<file path="config.mk">
export PLATFORM = sky130hd
export DESIGN_NAME = bgpu_reg_arbiter
export DESIGN_NICKNAME = d
export VERILOG_FILES = /design/src/rtl/bgpu_reg_arbiter.sv
export SDC_FILE = /design/constraint.sdc
export NUM_CORES = 1
export LEC_CHECK = 0
export ABC_AREA = 0
export BUFFER_PORTS_ARGS = -buffer_cell sky130_fd_sc_hd__buf_2
export CORE_AREA = 2 2 110 112
export CTS_CLUSTER_SIZE = 10
export DETAILED_ROUTE_END_ITERATION = 16
export DIE_AREA = 0 0 112 114
export PLACE_DENSITY = 0.46
export SYNTH_ARGS = -nofsm -noshare
export SYNTH_HDL_FRONTEND = slang
export SYNTH_SLANG_ARGS = --single-unit
</file>
<file path="constraint.sdc">
create_clock -name clk_i -period 2.2 [get_ports clk_i]
set_input_delay 0.11 -clock clk_i [delete_from_list [all_inputs] [get_ports clk_i]]
set_output_delay 0.11 -clock clk_i [all_outputs]
set_load 0.05 [all_outputs]
</file>
<file path="src/rtl/bgpu_reg_arbiter.sv">
// Round-robin arbiter that shares one register-interface target among NumReq requesters, one transaction in flight.
// Optional watchdog is enabled by defining BGPU_REG_ARB_TIMEOUT_EN.
module bgpu_reg_arbiter #(
  parameter int unsigned NumReq        = 2,
  parameter int unsigned AddrWidth     = 32,
  parameter int unsigned DataWidth     = 32,
  parameter int unsigned TimeoutCycles = 255
) (
  input  logic                               clk_i,
  input  logic                               rst_i,
  input  logic [NumReq-1:0]                  req_valid_i,
  input  logic [NumReq*AddrWidth-1:0]        req_addr_i,
  input  logic [NumReq-1:0]                  req_write_i,
  input  logic [NumReq*DataWidth-1:0]        req_wdata_i,
  input  logic [NumReq*(DataWidth/8)-1:0]    req_wstrb_i,
  output logic [NumReq-1:0]                  req_ready_o,
  output logic [DataWidth-1:0]               req_rdata_o,
  output logic                               req_error_o,
  output logic                               mst_valid_o,
  output logic [AddrWidth-1:0]               mst_addr_o,
  output logic                               mst_write_o,
  output logic [DataWidth-1:0]               mst_wdata_o,
  output logic [DataWidth/8-1:0]             mst_wstrb_o,
  input  logic                               mst_ready_i,
  input  logic [DataWidth-1:0]               mst_rdata_i,
  input  logic                               mst_error_i,
  output logic                               busy_o,
  output logic [$clog2(NumReq)-1:0]          grant_idx_o
);

  localparam int unsigned IdxWidth  = $clog2(NumReq);
  localparam int unsigned StrbWidth = DataWidth / 8;

  if ((NumReq < 2) || (TimeoutCycles < 1)) begin : g_bad_param
    $error("bgpu_reg_arbiter: NumReq must be >= 2 and TimeoutCycles >= 1");
  end

  typedef enum logic {
    IDLE = 1'b0,
    BUSY = 1'b1
  } state_e;

  state_e              state_q, state_d;
  logic [IdxWidth-1:0] grant_q, grant_d;
  logic [IdxWidth-1:0] last_q, last_d;
  logic [IdxWidth-1:0] rr_idx;
  logic                rr_found;
  logic                timeout;

`ifdef BGPU_REG_ARB_TIMEOUT_EN
  localparam int unsigned CntWidth = $clog2(TimeoutCycles + 1);

  logic [CntWidth-1:0] wd_cnt_q;

  assign timeout = (state_q == BUSY) && (wd_cnt_q == CntWidth'(TimeoutCycles));

  // Clearing throughout IDLE guarantees a fresh count on every BUSY entry.
  always_ff @(posedge clk_i or posedge rst_i) begin
    if (rst_i) begin
      wd_cnt_q <= '0;
    end else if (state_q == IDLE) begin
      wd_cnt_q <= '0;
    end else if (!mst_ready_i && !timeout) begin
      wd_cnt_q <= wd_cnt_q + 1'b1;
    end
  end
`else
  assign timeout = 1'b0;
`endif

  // Round-robin search: indices above last_q first, then wrap to the lower ones.
  always_comb begin
    rr_idx   = '0;
    rr_found = 1'b0;
    for (int i = 0; i < NumReq; i++) begin
      if (!rr_found && req_valid_i[i] && (IdxWidth'(i) > last_q)) begin
        rr_found = 1'b1;
        rr_idx   = IdxWidth'(i);
      end
    end
    for (int i = 0; i < NumReq; i++) begin
      if (!rr_found && req_valid_i[i] && (IdxWidth'(i) <= last_q)) begin
        rr_found = 1'b1;
        rr_idx   = IdxWidth'(i);
      end
    end
  end

  always_ff @(posedge clk_i or posedge rst_i) begin
    if (rst_i) begin
      state_q <= IDLE;
      grant_q <= '0;
      last_q  <= IdxWidth'(NumReq - 1);
    end else begin
      state_q <= state_d;
      grant_q <= grant_d;
      last_q  <= last_d;
    end
  end

  always_comb begin
    state_d     = state_q;
    grant_d     = grant_q;
    last_d      = last_q;
    req_ready_o = '0;
    req_rdata_o = '0;
    req_error_o = 1'b0;
    mst_valid_o = 1'b0;
    mst_addr_o  = '0;
    mst_write_o = 1'b0;
    mst_wdata_o = '0;
    mst_wstrb_o = '0;
    busy_o      = 1'b0;

    unique case (state_q)
      IDLE: begin
        if (rr_found) begin
          grant_d = rr_idx;
          state_d = BUSY;
        end
      end
      BUSY: begin
        busy_o      = 1'b1;
        mst_valid_o = req_valid_i[grant_q] && !timeout;
        mst_addr_o  = req_addr_i[grant_q*AddrWidth +: AddrWidth];
        mst_write_o = req_write_i[grant_q];
        mst_wdata_o = req_wdata_i[grant_q*DataWidth +: DataWidth];
        mst_wstrb_o = req_wstrb_i[grant_q*StrbWidth +: StrbWidth];
        if (timeout) begin
          // Synthesised error completion so a dead target cannot lock out requesters.
          req_ready_o[grant_q] = 1'b1;
          req_rdata_o          = '1;
          req_error_o          = 1'b1;
          last_d               = grant_q;
          state_d              = IDLE;
        end else begin
          req_ready_o[grant_q] = mst_ready_i;
          req_rdata_o          = mst_rdata_i;
          req_error_o          = mst_error_i;
          if (mst_ready_i) begin
            last_d  = grant_q;
            state_d = IDLE;
          end
        end
      end
      default: state_d = IDLE;
    endcase
  end

  assign grant_idx_o = grant_q;

endmodule
</file>
; ---- Word-level counts from Yosys, hierarchy flattened
; Cells that the tools add are included.
[totals]
reg_bits = 3
in_bits = 176
out_inout_bits = 107
[classes]
magnitude_cmp = 6
reduce_logical = 13
bitwise = 2
shifts = 3
n_mux = 25
[op_table]
columns = operator, count
row1 = variable part select 64 x 7 -> 32 bit, 2
row2 = two-way mux 32 bit, 3
row3 = two-way mux 1 bit, 18
row4 = logical AND 1 bit, 8
row5 = variable part select 8 x 4 -> 4 bit, 1
row6 = two-way mux 4 bit, 1
row7 = AND reduction 2 bit, 2
row8 = logical NOT 1 bit, 3
row9 = bitwise AND 2 bit, 1
row10 = greater-than comparator 1 bit (first input constant), 2
row11 = <= comparator 1 bit (first input constant), 2
row12 = less-than comparator 1 x 2 -> 1 bit (second input constant), 1
row13 = two-way mux 2 bit, 1
row14 = case mux 1 bit (2 select lines), 1
row15 = demux 1 bit (select 1 bit), 1
row16 = greater-or-equal comparator 1 bit (second input constant), 1
row17 = inverter 1 bit, 1

; ---- Logic depth before layout (Yosys ltp)
[depth]
ltp_word = 17
ltp_mapped = 4

; ---- Least setup slack after synthesis
; Ideal clock, no wire load.
[synth_path]
path_type = flip-flop to output port
startpoint = reg state_q
endpoint = out mst_addr_o[0]
stages_incl_launch_ff = 5
t_arrival_ns = 1.774
path_slack_ns = 0.316
cell_sequence = dfrtp_1 > buf_2 > inv_2 > buf_2 > nor2_1
[synth_between]
elab_chain_cells = 1
[synth_lines]
columns = element, line_no
row1 = start: declaration, 43  ; state_e state_q, state_d;
row2 = start signal: assignment, 95  ; state_q <= state_d;
row3 = two-way mux 32 bit, 115  ; unique case (state_q)
row4 = end: declaration, 20  ; output logic [AddrWidth-1:0] mst_addr_o,
; Every way passes these cells.

; ---- Worst setup path in the final report
[layout_path]
startpoint = reg grant_q, in the netlist grant_idx_o
endpoint = out mst_addr_o[18]
[layout_between]
elab_chain_cells = 2
[layout_lines]
columns = element, line_no
row1 = start: declaration, 44  ; logic [IdxWidth-1:0] grant_q, grant_d;
row2 = start signal: assignment, 96  ; grant_q <= grant_d;
row3 = variable part select 64 x 7 -> 32 bit, 125  ; mst_addr_o = req_addr_i[grant_q*AddrWidth +: AddrWidth];
row4 = two-way mux 32 bit, 115
; Every way passes these cells.

==> key figures <==
Floorplan
  – Core area: between 10000 and 15000 um2
  – Die X: 112 um
  – # IOs: approximately 280
  – Initial Util: around an eighth
  – Core Rows: 40
  – Die ar.: approximately 13000 um2
  – Die H: approximately 110 um

Clocking
  – H-tree depth: 1
  – CTS tree: done
  – Clock root buffer: clkbuf_16
  – Clock transition at the registers of the reported paths: 0.03 ns
  – Post-CTS Setup Repair Bufs: 0
  – Clk Latency, worst-skew pair: between 0.2 and 0.25 ns
  – CTS resizes: 0
  – Clock buffer depth: 2
  – Hold Buf Count CTS: 1
  – Num CTS Buffers: 3
  – # clock sinks: 3

Logic synthesis
  – Post-synthesis register bit count: 3
  – Post-Syn Area: roughly 1500 um2
  – Simple logic cell fraction of the synthesized area: between 30 and 40%
  – Seq/Total Area, Yosys: slightly above 5%
  – YS warnings: 0
  – Syn Nets: approximately 380
  – Main combinational cell family by area after synthesis: multiplexers
  – Post-Synthesis Cells: 205
  – Xor-xnor portion of the synthesized cell area: 0%
  – Count of different cell masters after synthesis: 17
  – Avg Synthesized Cell Area: approximately 7.2 um2
  – Synth Area in Adders: 0%
  – Post-synthesis compound-gate area fraction: between 1.5 and 2%
  – Mux cell area share after synthesis: a little under half

STA
  – Worst slew pin tran: around 0.42 ns
  – Clock skew: 0.002336 ns
  – Unrepaired setup endpoints after global routing: no
  – Slew HR: 71.76%
  – Post-route clock period utilization: between 70% and 80%
  – Fin Setup TNS: 0 ns
  – Max-slew violation count: 0
  – Final setup viols: 0
  – Final hold vios: 0
  – Minimum clock period: around 1.6 ns
  – Peak Freq: between 600 and 700 MHz

Hold path
  – Hold/Removal Path Class: input port to flip-flop
  – Critical hold path startpoint: req_valid_i[1]

Placement
  – DP HPWL: a little over 6000 um
  – Dpl cells: 620
  – Global placer's final weighted congestion: slightly below 0.8
  – Post-DP Area: approximately 3000 um2
  – Port bufs: ~280

Power and ir drop
  – Leak pwr: about 2.0 nW
  – Logic pwr share: 85.0%
  – Net Sw Frac: about 63%
  – Clk network pwr share: between 10 and 15%
  – Cell-internal power: ~0.00094 W
  – Power density cells: slightly above 800 nW/um2
  – Peak VDD IR: roughly 260 uV
  – Net switching power: 0.001575 W
  – Total power: around 0.0025 W
  – Seq pwr share: between 3 and 4%

Setup path
  – CP startpoint kind: flip-flop
  – Crit path DAT: 1.51 ns
  – Worst reg2reg startpoint: state_q
  – Critical path launch point: grant_idx_o
  – Setup crit end kind: output pin
  – Critical path data required time: about 2.1 ns
  – Crit-path max FO: 48
  – Setup CP Type: flip-flop to output pin

Global route
  – First-pass GRT wire length: a little over 10000 um
  – Largest net degree at the start of global routing: 49
  – Gr usage total: a little under a tenth
  – Initial antenna violation count: 1
  – Vias in the first global route: about 2300
  – Overflow after GRT: 0

Detailed routing
  – Final ANT Viol Nets: 0
  – Vias per std cell: around 3.9
  – DR vias: roughly 2500
  – Residual DRC: 0
  – Routed WL: 7202 um
  – DR pass1 iterations: 4
  – Wirelength per Cell: approximately 12 um
  – First DRT Iteration DRCs: 20

Final layout
  – Share of layout cells above drive strength 1: 61.30%
  – Most frequent cells in the layout: buf_2, nor2_1, mux2i_1, and2_1
  – Nets: 655
  – Area growth syn-to-layout: 107.6%
  – Fin cells: roughly 630
  – # diodes: 0
  – Filler Cells Inserted: ~1300
  – Layout Utilization: 26.08%
  – Commonest non-fill, non-tap cell in the layout: buf_2
  – Post-route cell area: slightly above 3000 um2

Status
  – Status: completed

Flow run
  – Max Cap Viol: 0
==> worst paths after layout <==
path / to / cells past startpoint / slack (ns)
worst min register to register: last_q / 1 / 0.51
max in group asynchronous: last_q / 3 / 1.65
worst max register to register: grant_idx_o / 3 / 1.10
worst max-delay path: mst_addr_o[18] / 4 / 0.58
min in group asynchronous: state_q / 3 / 0.33
worst min-delay path: state_q / 2 / 0.19
==> stage by stage <==
step / hold WS (ns) / setup slack (ns)
final: 0.1872 / 0.5768
after global routing: 0.2016 / 0.5040
after CTS: 0.2013 / 0.5685
after detailed placement: -0.01416 / 0.8005
after global placement: -0.01728 / 0.8262
after floorplan: -0.1371 / 0.3159
==> state kept, by name, summed over array words and instances (netlist names) <==
register,flops
last_q,1
grant_idx_o,1
state_q,1
==> power by group through the flow <==
stage	Sequential (W)	Clock, W	Combinational (W)
floorplan	0.000103	0	0.00172
CTS	0.0000869	0.000291	0.00216
finish	0.0000865	0.000290	0.00214
detailed placement	0.0000874	0	0.00216
global placement	0.0000873	0	0.00214
global route	0.0000879	0.000296	0.00225
==> layout make-up <==
| class | count | area, um2 | share of cell area [%] |
|---|---|---|---|
| Multi-Input combinational cell | 181 | 1220 | 39.94 |
| Timing Repair Buffer | 288 | 1484 | 48.59 |
| Tap cell | 147 | 183.9 | 6.022 |
| Sequential cell | 3 | 80.08 | 2.622 |
| Clock buffer | 4 | 78.83 | 2.581 |
| Inverter | 2 | 7.507 | 0.2458 |
==> logic make-up after synthesis <==
| kind of cell | Yosys count |
|---|---|
| muxes | 70 |
| buffers and inverters | 21 |
| and+or+nand+nor | 108 |
| AOI/OAI and AO/OA | 3 |
| DFF | 3 |
==> synthesized netlist by cell type <==
| master | number | area share [%] |
|---|---|---|
| dfrtp_1 | 2 | 3.4 |
| a32o_1 | 1 | 0.68 |
| and3_1 | 1 | 0.43 |
| mux2i_1 | 70 | 48 |
| a21o_1 | 1 | 0.51 |
| buf_8 | 7 | 7.1 |
| inv_2 | 1 | 0.25 |
| and2_1 | 33 | 14 |
| clkbuf_1 | 3 | 0.77 |
| buf_6 | 1 | 0.77 |
| inv_1 | 1 | 0.25 |
| buf_2 | 8 | 2.7 |
| nor2_1 | 71 | 18 |
| nand2b_1 | 1 | 0.43 |
| dfstp_2 | 1 | 1.8 |
| nand2_1 | 2 | 0.51 |
| o31a_1 | 1 | 0.60 |
==> layer usage <==
metal	part of all wire, %	vias to the layer above	wire length, um	track usage (%)
li1	-	1218	-	-
met1	35	1074	2492	9.287
met2	55	156	3980	20.77
met3	9.5	7	683	1.700
met4	0.62	0	45	1.301
met5	0	-	0	0
==> critical path, stage by stage (launching register included) <==
cell,delay [ns]
dfrtp_4,0.49
buf_12,0.21
mux2i_1,0.16
nor2_1,0.10
buf_2,0.27
No activity file was read; power rests on OpenSTA's default activity.
